`src/rtl/cmp_disp_pkg.sv`:
```
// Shared types, constants and helpers for the comparator result display.
package cmp_disp_pkg;

  typedef enum logic [1:0] {
    CMP_EQ  = 2'b00,
    CMP_GT  = 2'b01,
    CMP_LT  = 2'b10,
    CMP_RSV = 2'b11
  } cmp_e;

  localparam logic [7:0] DEF_BLANK_CODE = 8'hFF;

  // Index width for a counter over n values, never less than one bit.
  function automatic int clog2(input int n);
    int w;
    w = 1;
    while ((32'sd1 <<< w) < n) begin
      w = w + 1;
    end
    return w;
  endfunction

endpackage

```
`src/rtl/cmp_disp_scan.sv`:
```
// Digit scan timing: refresh divider, digit index and registered active-low anodes.
module cmp_disp_scan
  import cmp_disp_pkg::*;
#(
  parameter int DIGITS      = 4,
  parameter int REFRESH_DIV = 50000,
  parameter int IDX_W       = clog2(DIGITS)
) (
  input  logic              clk,
  input  logic              rst,
`ifdef CMP_DISP_BLINK_EN
  output logic              frame_wrap,
`endif
  output logic [IDX_W-1:0]  idx,
  output logic [DIGITS-1:0] an
);

  localparam int              DIV_W    = clog2(REFRESH_DIV);
  localparam logic [DIV_W-1:0] DIV_LAST = DIV_W'(REFRESH_DIV - 1);
  localparam logic [DIV_W-1:0] DIV_ONE  = DIV_W'(1'b1);
  localparam logic [IDX_W-1:0] IDX_LAST = IDX_W'(DIGITS - 1);
  localparam logic [IDX_W-1:0] IDX_ONE  = IDX_W'(1'b1);
  localparam logic [DIGITS-1:0] ONE_HOT0 = {{(DIGITS-1){1'b0}}, 1'b1};

  logic [DIV_W-1:0]  div_r;
  logic [DIV_W-1:0]  div_nxt_s;
  logic [IDX_W-1:0]  idx_r;
  logic [IDX_W-1:0]  idx_nxt_s;
  logic [DIGITS-1:0] an_r;

  // Next divider / digit index; idx only moves when the divider wraps.
  always_comb begin
    div_nxt_s = div_r;
    idx_nxt_s = idx_r;
    if (div_r == DIV_LAST) begin
      div_nxt_s = {DIV_W{1'b0}};
      if (idx_r == IDX_LAST) begin
        idx_nxt_s = {IDX_W{1'b0}};
      end else begin
        idx_nxt_s = idx_r + IDX_ONE;
      end
    end else begin
      div_nxt_s = div_r + DIV_ONE;
      idx_nxt_s = idx_r;
    end
  end

  // Scan state and anode register; anodes lag idx by one cycle like seg_out.
  always_ff @(posedge clk or posedge rst) begin
    if (rst) begin
      div_r <= {DIV_W{1'b0}};
      idx_r <= {IDX_W{1'b0}};
      an_r  <= {DIGITS{1'b1}};
    end else begin
      div_r <= div_nxt_s;
      idx_r <= idx_nxt_s;
      an_r  <= ~(ONE_HOT0 << idx_r);
    end
  end

`ifdef CMP_DISP_BLINK_EN
  assign frame_wrap = (div_r == DIV_LAST) && (idx_r == IDX_LAST);
`endif
  assign idx = idx_r;
  assign an  = an_r;

endmodule

```
`src/rtl/cmp_result_display.sv`:
```
// Comparator result display: seg7 history scanned onto a multiplexed display plus outcome tallies.
// Optional digit-0 blink after each new entry is enabled with CMP_DISP_BLINK_EN.
module cmp_result_display
  import cmp_disp_pkg::*;
#(
  parameter int         DIGITS      = 4,
  parameter int         REFRESH_DIV = 50000,
  parameter int         CNT_W       = 8,
  parameter logic [7:0] BLANK_CODE  = DEF_BLANK_CODE
) (
  input  logic              clk,
  input  logic              rst,
  input  logic              in_valid,
  input  logic [1:0]        cmp_in,
  input  logic [7:0]        seg_in,
  input  logic              clr,
  output logic [DIGITS-1:0] an,
  output logic [7:0]        seg_out,
  output logic [CNT_W-1:0]  gt_cnt,
  output logic [CNT_W-1:0]  lt_cnt,
  output logic [CNT_W-1:0]  eq_cnt
);

  localparam int               IDX_W   = clog2(DIGITS);
  localparam logic [CNT_W-1:0] CNT_MAX = {CNT_W{1'b1}};
  localparam logic [CNT_W-1:0] CNT_ONE = CNT_W'(1'b1);

  logic [7:0]       hist_r [DIGITS];
  logic [CNT_W-1:0] gt_r;
  logic [CNT_W-1:0] lt_r;
  logic [CNT_W-1:0] eq_r;
  logic [7:0]       seg_r;
  logic [7:0]       seg_nxt_s;
  logic [IDX_W-1:0] idx_s;
  logic             hist_we_s;

  // Saturating tally increment.
  function automatic logic [CNT_W-1:0] sat_inc(input logic [CNT_W-1:0] v);
    return (v == CNT_MAX) ? v : (v + CNT_ONE);
  endfunction

  // clr has priority: a colliding valid input is dropped entirely.
  assign hist_we_s = in_valid & ~clr;

`ifdef CMP_DISP_BLINK_EN
  logic       frame_wrap_s;
  logic [3:0] blink_r;
`endif

  cmp_disp_scan #(
    .DIGITS      (DIGITS),
    .REFRESH_DIV (REFRESH_DIV),
    .IDX_W       (IDX_W)
  ) u_scan (
    .clk        (clk),
    .rst        (rst),
`ifdef CMP_DISP_BLINK_EN
    .frame_wrap (frame_wrap_s),
`endif
    .idx        (idx_s),
    .an         (an)
  );

  // History shift register, newest entry in slot 0.
  always_ff @(posedge clk or posedge rst) begin
    if (rst) begin
      for (int i = 0; i < DIGITS; i++) hist_r[i] <= BLANK_CODE;
    end else if (clr) begin
      for (int i = 0; i < DIGITS; i++) hist_r[i] <= BLANK_CODE;
    end else if (hist_we_s) begin
      for (int i = DIGITS - 1; i > 0; i--) hist_r[i] <= hist_r[i-1];
      hist_r[0] <= seg_in;
    end
  end

  // Outcome tallies; reserved code is stored in history but not counted.
  always_ff @(posedge clk or posedge rst) begin
    if (rst) begin
      gt_r <= {CNT_W{1'b0}};
      lt_r <= {CNT_W{1'b0}};
      eq_r <= {CNT_W{1'b0}};
    end else if (clr) begin
      gt_r <= {CNT_W{1'b0}};
      lt_r <= {CNT_W{1'b0}};
      eq_r <= {CNT_W{1'b0}};
    end else if (hist_we_s) begin
      case (cmp_e'(cmp_in))
        CMP_GT:  gt_r <= sat_inc(gt_r);
        CMP_LT:  lt_r <= sat_inc(lt_r);
        CMP_EQ:  eq_r <= sat_inc(eq_r);
        default: ;
      endcase
    end
  end

`ifdef CMP_DISP_BLINK_EN
  // Frame blink counter: reloads on each write, counts down once per full scan.
  always_ff @(posedge clk or posedge rst) begin
    if (rst) begin
      blink_r <= 4'd0;
    end else if (clr) begin
      blink_r <= 4'd0;
    end else if (hist_we_s) begin
      blink_r <= 4'd8;
    end else if (frame_wrap_s && (blink_r != 4'd0)) begin
      blink_r <= blink_r - 4'd1;
    end
  end

  // Digit mux with digit 0 blanked on odd blink frames.
  always_comb begin
    seg_nxt_s = hist_r[idx_s];
    if ((idx_s == {IDX_W{1'b0}}) && blink_r[0]) begin
      seg_nxt_s = BLANK_CODE;
    end else begin
      seg_nxt_s = hist_r[idx_s];
    end
  end
`else
  // Digit mux: the selected history slot.
  always_comb begin
    seg_nxt_s = hist_r[idx_s];
  end
`endif

  // Registered segment output, aligned with the anode register.
  always_ff @(posedge clk or posedge rst) begin
    if (rst) begin
      seg_r <= BLANK_CODE;
    end else begin
      seg_r <= seg_nxt_s;
    end
  end

  assign seg_out = seg_r;
  assign gt_cnt  = gt_r;
  assign lt_cnt  = lt_r;
  assign eq_cnt  = eq_r;

endmodule

```
`config.mk`:
```
export PLATFORM = sky130hd
export DESIGN_NAME = cmp_result_display
export DESIGN_NICKNAME = d
export VERILOG_FILES = /design/src/rtl/cmp_disp_pkg.sv /design/src/rtl/cmp_disp_scan.sv /design/src/rtl/cmp_result_display.sv
export SDC_FILE = /design/constraint.sdc
export NUM_CORES = 1
export LEC_CHECK = 0
export CAP_MARGIN = 30
export CORE_MARGIN = 2
export CORE_UTILIZATION = 55
export CTS_BUF_LIST = sky130_fd_sc_hd__clkbuf_16
export DETAILED_ROUTE_END_ITERATION = 16
export PLACE_DENSITY = 0.79
export SYNTH_ARGS = -nofsm -noshare
export SYNTH_HDL_FRONTEND = slang
export SYNTH_HIERARCHICAL = 1
export SYNTH_SLANG_ARGS = --single-unit
```
`constraint.sdc`:
```
create_clock -name clk -period 2.6 [get_ports clk]
set_input_delay 0.39 -clock clk [delete_from_list [all_inputs] [get_ports clk]]
set_output_delay 0.39 -clock clk [all_outputs]
set_load 0.01 [all_outputs]
```
# Word-level counts from Yosys, hierarchy flattened
# Cells that the tools add are included.
# word_totals
regBits,86
inputBits,14
out_inout_bits,36
# classes
add_sub_neg,5
order_cmp,1
eq_ne,10
shift,1
muxes,19
bitwise,4
n_reduce_logical,8
# op_table
cell,count
8-bit two-way mux,14
32-bit two-way mux,2
8-bit by 1-bit adder with 8-bit output (second input constant),3
8-bit == test (second input constant),3
16-bit by 1-bit adder with 16-bit output (second input constant),1
8-bit binary-select mux with 2-bit select,1
16-bit == test (second input constant),1
16-bit two-way mux,1
3-bit AND reduction,3
2-bit nonzero test,4
2-bit != test (second input constant),3
2-bit == test (second input constant),2
4-bit NOT,1
1-bit by 2-bit << shifter with 4-bit output (first input constant),1
3-bit greater-or-equal comparator (second input constant),1
2-bit NOT with 3-bit output,1
2-bit by 1-bit adder with 2-bit output (second input constant),1
2-bit by 1-bit == test with 1-bit output (second input constant),1
2-bit logical NOT,1
2-bit two-way mux,1
1-bit bitwise AND,1
1-bit NOT,1

# Logic depth before layout (Yosys ltp)
# Gate-level depths: netlist of run 1.
# depth
ltp_word,5
mapped_depth,5

# Modules after synthesis
# Netlist of run 1, hierarchy kept.
# modules_own_cells
mod,n_inst,cells_each,area_per_inst_um2,seq_area_each_um2
cmp_result_display,1,264,3099.2,1651.6
cmp_disp_scan,1,91,996.0,555.5

# Worst setup path after synthesis of run 1
# No wires, ideal clock.
# synth_timing
path_kind,register -> register
startpoint,reg u_scan.div_r[7]
endpoint,reg u_scan.idx_r[0] (netlist: u_scan/idx[0])
setup_time_ps,127
arrival_time_ps,1707
path_slack_ps,766
stages_incl_launch_ff,5
path_buffers,1
synth_period_minus_slack_ps,1834
path_cell_list,dfrtp_1 > or4b_1 > nor4_2 > buf_4 > mux2_1
# synth_between
elab_chain_cells,1
# synth_lines
item,line_no,rtl
start: declaration,cmp_disp_scan.sv:25,logic [DIV_W-1:0] div_r;
start signal: assignment,cmp_disp_scan.sv:51,div_r <= {DIV_W{1'b0}};
start signal: assignment,cmp_disp_scan.sv:55,div_r <= div_nxt_s;
16-bit == test,cmp_disp_scan.sv:35,if (div_r == DIV_LAST) begin
end signal: assignment,cmp_disp_scan.sv:52,idx_r <= {IDX_W{1'b0}};
end signal: assignment,cmp_disp_scan.sv:56,idx_r <= idx_nxt_s;
end: declaration,cmp_disp_scan.sv:27,logic [IDX_W-1:0] idx_r;
# No other way between the ends.
# A chain may end at the register's enable or synchronous reset.

# Final worst setup path of run 1
# layout_timing
startpoint,reg u_scan.div_r[10]
endpoint,reg u_scan.idx_r[1] (netlist: u_scan/idx[1])
# The elaborated chain is that of the path after synthesis.

==> out/metrics.csv, run 1 <==
stage,metric,value,unit
detailed_routing,postRouteAntennaNets,0,
clock_network,htree_num_levels,3,
global_route,track_usage,19.3,%
timing,hold_viol,0,
detailed_routing,drcViolationCount,0,
timing,fin_tns_setup,0,ns
detailed_routing,wl,7730,µm
synthesis,syn_area_per_cell,11.5,µm²
synthesis,yosysTopAreaCellShare,28.2,%
synthesis,synth.area.top_cells,"dfstp_2 (28%), dfrtp_1 (26%), a211o_1 (6.8%)",
pwr,p_switching,0.638,mW
clock_network,cts-resized-gates,0,
synthesis,synth.most_common_cell,dfstp_2,
detailed_routing,routed_via_density,5.57,
synthesis,synth_nets,377,
layout,fillers,547,
clock_network,postCtsHoldBufs,0,
timing,worst_pin_slew,0.844,ns
setup_path,crit_arrival,2.07,ns
synthesis,yosys_register_bits,86,
setup_path,cp-start-kind,flop,
pwr,seq_power_share,49.5,%
clock_network,root_buffer,clkbuf_16,
setup_path,reg2reg_slack,0.75,ns
floorplan,start_util,56.8,%
floorplan,core_region_area,0.00721,mm²
placed_design,gp_congestion,0.836,
synthesis,seq_area_frac_synth,53.9,%
timing,setup_viol,0,
timing,whs,0.295,ns
pwr,finalPower,2.91,mW
detailed_routing,wl_per_cell,15.2,µm
layout,antenna_cells,0,
placed_design,dp_hpwl,4980,µm
layout,nets,425,
timing,slew-limit-headroom,43.7,%
pwr,power_frac_comb,6.9,%
clock_network,clock-sinks,86,
setup_path,r2r-end,u_scan/idx[1],
worst_hold_path,hold_depth,2,
layout,drive_gt1_share,20.1,%
worst_hold_path,hold_end,lt_cnt[5],
clock_network,clk_path_buf_depth,2,
timing,rsz0062_at_grt,no,
worst_hold_path,hold_start,clr,
layout,area_growth_syn_to_layout,21.8,%
synthesis,synth-async-reset-ratio,100,%
pwr,ir_drop,0.000340,V
timing,period_minus_slack,1.85,ns
placed_design,portBuffers,49,
global_route,grt_pass1_wl,12800,µm
synthesis,syn_area,0.00410,mm²
global_route,grt_max_degree,65,
detailed_routing,drtIter0Drc,151,
global_route,overflow,0,
synthesis,yosys_most_used_dff,dfstp_2,
floorplan,die_height,90.3,µm
layout,multi_input_area,0.00177,mm²
pwr,p_clk_share,43.6,%
timing,fin_crit_sh,71.2,%
setup_path,crit_path_end_kind,flop,
pwr,p_leak,2.02,nW
setup_path,rr_startpoint,u_scan/div_r[10],
synthesis,syn_inst,355,
synthesis,ys.warnings.count,6,
global_route,grt_antenna_before_repair,0,
pwr,switching_share,21.9,%
setup_path,startpoint,u_scan/div_r[10],
detailed_routing,first_pass_iters,5,
setup_path,crit_type,flop to flop,
synthesis,synth_largest_area_cell,dfstp_2,
timing,final-max-slew-violation-count,0,
clock_network,cts.reportedPaths.clkPinSlew,0.06,ns
global_route,grt_pass1_vias,2666,
timing,skew,0.00592,ns
job,maxCapViolations,0,
clock_network,cts_tree,yes,
clock_network,post_cts.repair.setup_buffers,0,
synthesis,synth_edf_count,0,
floorplan,rows,31,
timing,fmax,0.540,GHz
setup_path,path_max_fanout,4,
clock_network,numCtsBuffers,9,
setup_path,critPathRequiredTime,2.82,ns
setup_path,reg2reg_depth,3,
layout,ff_latch_area,0.00221,mm²
detailed_routing,via_count,2825,
outcome,status,"finished, final reports clean",
floorplan,die_w,90.3,µm
pwr,power.density,583,mW/mm²
floorplan,die_area,0.00815,mm²
clock_network,worstSkewPairLatency,0.33,ns
worst_hold_path,min_path_type,input pin to flop,
pwr,p_int,2.27,mW
synthesis,synth_common_cells,"dfstp_2 (44), dfrtp_1 (42), nor2b_1 (37)",
synthesis,synth_cell_type_count,48,
placed_design,dpl_cell_area,0.00466,mm²
floorplan,io_pins,50,
layout,final_cell_area,0.00499,mm²
-- sequential cells by signal, indices dropped and copies added (netlist names) --
name	count
u_scan/an	4
seg_out	8
u_scan/idx	2
eq_cnt	8
gt_cnt	8
lt_cnt	8
u_scan/div_r	16
hist_r	32
-- area by class of cell --
class	instances	share of cell area [%]
Multi-Input combinational cell	241	35.5
Timing Repair Buffer	53	10.7
Clock buffer	11	5.52
Sequential cell	86	44.3
Tap cell	99	2.48
Inverter	12	0.903
Clock inverter	5	0.577
-- worst max-delay path, stage by stage (launching register included) --
cell and delay (ns):
dfrtp_1 0.42, or4b_1 0.54, nor4_2 0.41, mux2_2 0.38
-- cells by family after synthesis --
logic type      count (synthesis)  share of synthesized area (%)
xor+xnor                       21                           4.49
buf+inv                        28                           2.84
fa+ha+maj                       8                           2.44
mux                            16                           6.42
compound gates                 54                           10.5
simple gates                  142                           19.4
flops                          86                           53.9
-- layer usage --
metal	global-route usage, %	part of all wire (%)	wire [µm]
met3	3.17	3.2	246
met1	27.4	47	3650
met4	7.31	1.5	119
met2	30.2	48	3720
met5	0	0	0
-- placed cells by master (no fill, tap or decap), types with 4 or more instances in the layout --
cell type	synthesis	routed
nor3_1	8	8
clkbuf_16	0	11
nand2_1	15	15
ha_1	8	8
mux4_2	8	8
nor2_1	35	35
nand3_1	16	16
mux2i_1	6	6
dfrtp_1	42	42
a211o_1	32	32
dfstp_2	44	44
nor2b_1	37	37
xor2_1	10	10
xnor2_1	11	11
nand4_1	7	7
clkdlybuf4s50_1	0	47
a21oi_1	5	5
inv_1	12	12
nor4_1	4	4
-- worst max-delay path by stage --
| stage | cells after the start | endpoint | slack, ns |
|---|---|---|---|
| 2_1_floorplan | 1 | eq_cnt[0] | 0.68 |
| 3_3_place_gp | 5 | eq_cnt[7] | 0.54 |
| 3_5_place_dp | 5 | lt_cnt[7] | 0.51 |
| 4_1_cts | 3 | u_scan/idx[1] | 0.73 |
| 5_1_grt | 4 | u_scan/idx[1] | 0.63 |
| 6_report | 3 | u_scan/idx[1] | 0.75 |
-- power groups by stage --
stage               combinational (mW)  sequential, mW  clock, mW
floorplan                        0.122            1.46          0
global placement                 0.192            1.46          0
detailed placement               0.199            1.46          0
CTS                              0.201            1.44       1.29
global route                     0.220            1.45       1.35
finish                           0.201            1.44       1.27
-- stage by stage --
step	util (%)	cells	worst slack (ns)
after floorplan	-	355	0.678
after global placement	64.6	490	0.543
after detailed placement	64.6	490	0.507
after CTS	68.9	506	0.734
after global routing	69.1	507	0.627
final	69.1	507	0.748
Power figures use the tool's default switching activity.
==> run 2: changes to the inputs <==
==> constraint.sdc (replaced) <==
create_clock -name clk -period 1.8 [get_ports clk]
set_input_delay 0.27 -clock clk [delete_from_list [all_inputs] [get_ports clk]]
set_output_delay 0.27 -clock clk [all_outputs]
set_load 0.01 [all_outputs]
==> out/metrics.csv, run 2 (synthesized netlist as in run 1, its figures left out) <==
stage,metric,value,unit
outcome,status,"finished, final reports clean",
worst_hold_path,min_path_type,input pin to flop,
worst_hold_path,hold_end,gt_cnt[1],
placed_design,portBuffers,49,
detailed_routing,wl,8030,µm
detailed_routing,routed_via_density,5.66,
setup_path,rr_startpoint,u_scan/div_r[7],
timing,fmax,0.584,GHz
pwr,p_clk_share,43.9,%
setup_path,reg2reg_depth,3,
floorplan,core_region_area,0.00721,mm²
layout,nets,436,
layout,layout_common_cells,"clkdlybuf4s50_1 (47), dfstp_2 (44), dfrtp_1 (42)",
pwr,switching_share,22.6,%
layout,largestRegisters,"hist_r (32), u_scan/div_r (16)",
timing,worst_pin_slew,0.610,ns
clock_network,numCtsBuffers,9,
setup_path,cp-start-kind,flop,
floorplan,die_height,90.3,µm
setup_path,crit_arrival,1.94,ns
layout,final_common_cell,clkdlybuf4s50_1,
detailed_routing,drcViolationCount,0,
clock_network,root_buffer,clkbuf_16,
global_route,grt_max_degree,65,
timing,fin_crit_sh,95.1,%
timing,skew,0.00478,ns
global_route,grt_pass1_wl,13700,µm
layout,utilization,70.3,%
pwr,finalPower,4.24,mW
detailed_routing,wl_per_cell,15.5,µm
setup_path,critPathRequiredTime,2.02,ns
pwr,power.density,836,mW/mm²
detailed_routing,postRouteAntennaNets,0,
clock_network,clock-sinks,86,
layout,regMostFlops,hist_r,
pwr,power_frac_comb,7.0,%
global_route,grt_pass1_vias,2890,
layout,multi_input_area,0.00178,mm²
placed_design,gp_congestion,0.884,
layout,largest_register_ffs,32,
timing,rsz0062_at_grt,no,
floorplan,io_pins,50,
floorplan,die_area,0.00815,mm²
clock_network,cts-resized-gates,0,
clock_network,cts.reportedPaths.clkPinSlew,0.06,ns
detailed_routing,via_count,2930,
placed_design,dp_hpwl,5260,µm
placed_design,pre_cts_ws,-0.0900,ns
layout,drive_gt1_share,22.7,%
clock_network,clk_path_buf_depth,2,
pwr,seq_power_share,49.2,%
pwr,p_switching,0.959,mW
setup_path,crit_path_end_kind,flop,
clock_network,htree_num_levels,3,
job,maxCapViolations,0,
setup_path,r2r-end,u_scan/idx[1],
clock_network,post_cts.repair.setup_buffers,0,
timing,worst_slack,0.0878,ns
pwr,p_int,3.28,mW
floorplan,rows,31,
layout,ff_latch_area,0.00221,mm²
global_route,grt_antenna_before_repair,0,
floorplan,die_w,90.3,µm
global_route,overflow,0,
worst_hold_path,hold_start,clr,
floorplan,start_util,56.8,%
clock_network,cts_tree,yes,
timing,final-max-slew-violation-count,0,
pwr,p_leak,2.07,nW
setup_path,path_max_fanout,3,
layout,area_growth_syn_to_layout,23.8,%
setup_path,reg2reg_slack,0.09,ns
worst_hold_path,hold_depth,2,
setup_path,crit_type,flop to flop,
timing,hold_viol,0,
timing,setup_viol,0,
clock_network,postCtsHoldBufs,0,
clock_network,worstSkewPairLatency,0.34,ns
layout,fillers,546,
timing,slew-limit-headroom,59.3,%
layout,antenna_cells,0,
timing,whs,0.176,ns
timing,period_minus_slack,1.71,ns
pwr,ir_drop,0.000588,V
detailed_routing,first_pass_iters,4,
global_route,track_usage,20.9,%
detailed_routing,drtIter0Drc,137,
## run 2: how the worst max path moves through the flow
stage	start	end	cells past startpoint
after floorplan	u_scan/div_r[7]	u_scan/idx[0]	4
after global placement	cmp_in[1]	eq_cnt[7]	5
after detailed placement	cmp_in[1]	eq_cnt[7]	5
after CTS	u_scan/div_r[7]	u_scan/idx[1]	3
after global routing	u_scan/div_r[7]	u_scan/idx[1]	3
final	u_scan/div_r[7]	u_scan/idx[1]	3
## run 2: power by group through the flow
stage,registers [mW],logic [mW],clock network (mW)
6_report,2.08,0.296,1.86
5_1_grt,2.09,0.329,1.99
4_1_cts,2.08,0.302,1.91
3_5_place_dp,2.11,0.298,0
3_3_place_gp,2.11,0.289,0
2_1_floorplan,2.11,0.177,0
## run 2: layout make-up
cell class / instances / share of cell area [%]
repair buffers: 64 / 11.9
clock inverters: 7 / 1.55
clock buffers: 9 / 4.44
flip-flops and latches: 86 / 43.5
inverters: 12 / 0.962
well taps: 99 / 2.44
multi-input cells: 241 / 35.1
## run 2: worst max-delay path, cell delays in order, from the launching register on
cell and delay [ns]:
dfrtp_1 0.40, or4b_1 0.58, nor4_4 0.24, mux2_2 0.37
## run 2: layer usage
layer	wire length, µm	track usage [%]	vias up
li1	-	-	1392
met3	354	5.84	7
met1	3480	27.8	1463
met2	4110	33.3	68
met5	0	0	-
met4	82	7.18	0
## run 2: through the flow
step | TNS (ns) | cell area, µm² | cells
finish | 0 | 5070 | 518
global route | 0 | 5070 | 518
CTS | 0 | 5060 | 518
detailed placement | -0.164 | 4760 | 502
global placement | -0.0788 | 4760 | 502
floorplan | 0 | 4100 | 355
==> run 3: changes to the inputs <==
--- a/config.mk
+++ b/config.mk
@@ -11,6 +11,7 @@
 export CTS_BUF_LIST = sky130_fd_sc_hd__clkbuf_16
 export DETAILED_ROUTE_END_ITERATION = 16
 export PLACE_DENSITY = 0.79
+export SLEW_MARGIN = 20
 export SYNTH_ARGS = -nofsm -noshare
 export SYNTH_HDL_FRONTEND = slang
 export SYNTH_HIERARCHICAL = 1
==> results of run 3 <==
No change in the layout: final DEF, timing and power equal those of run 2.
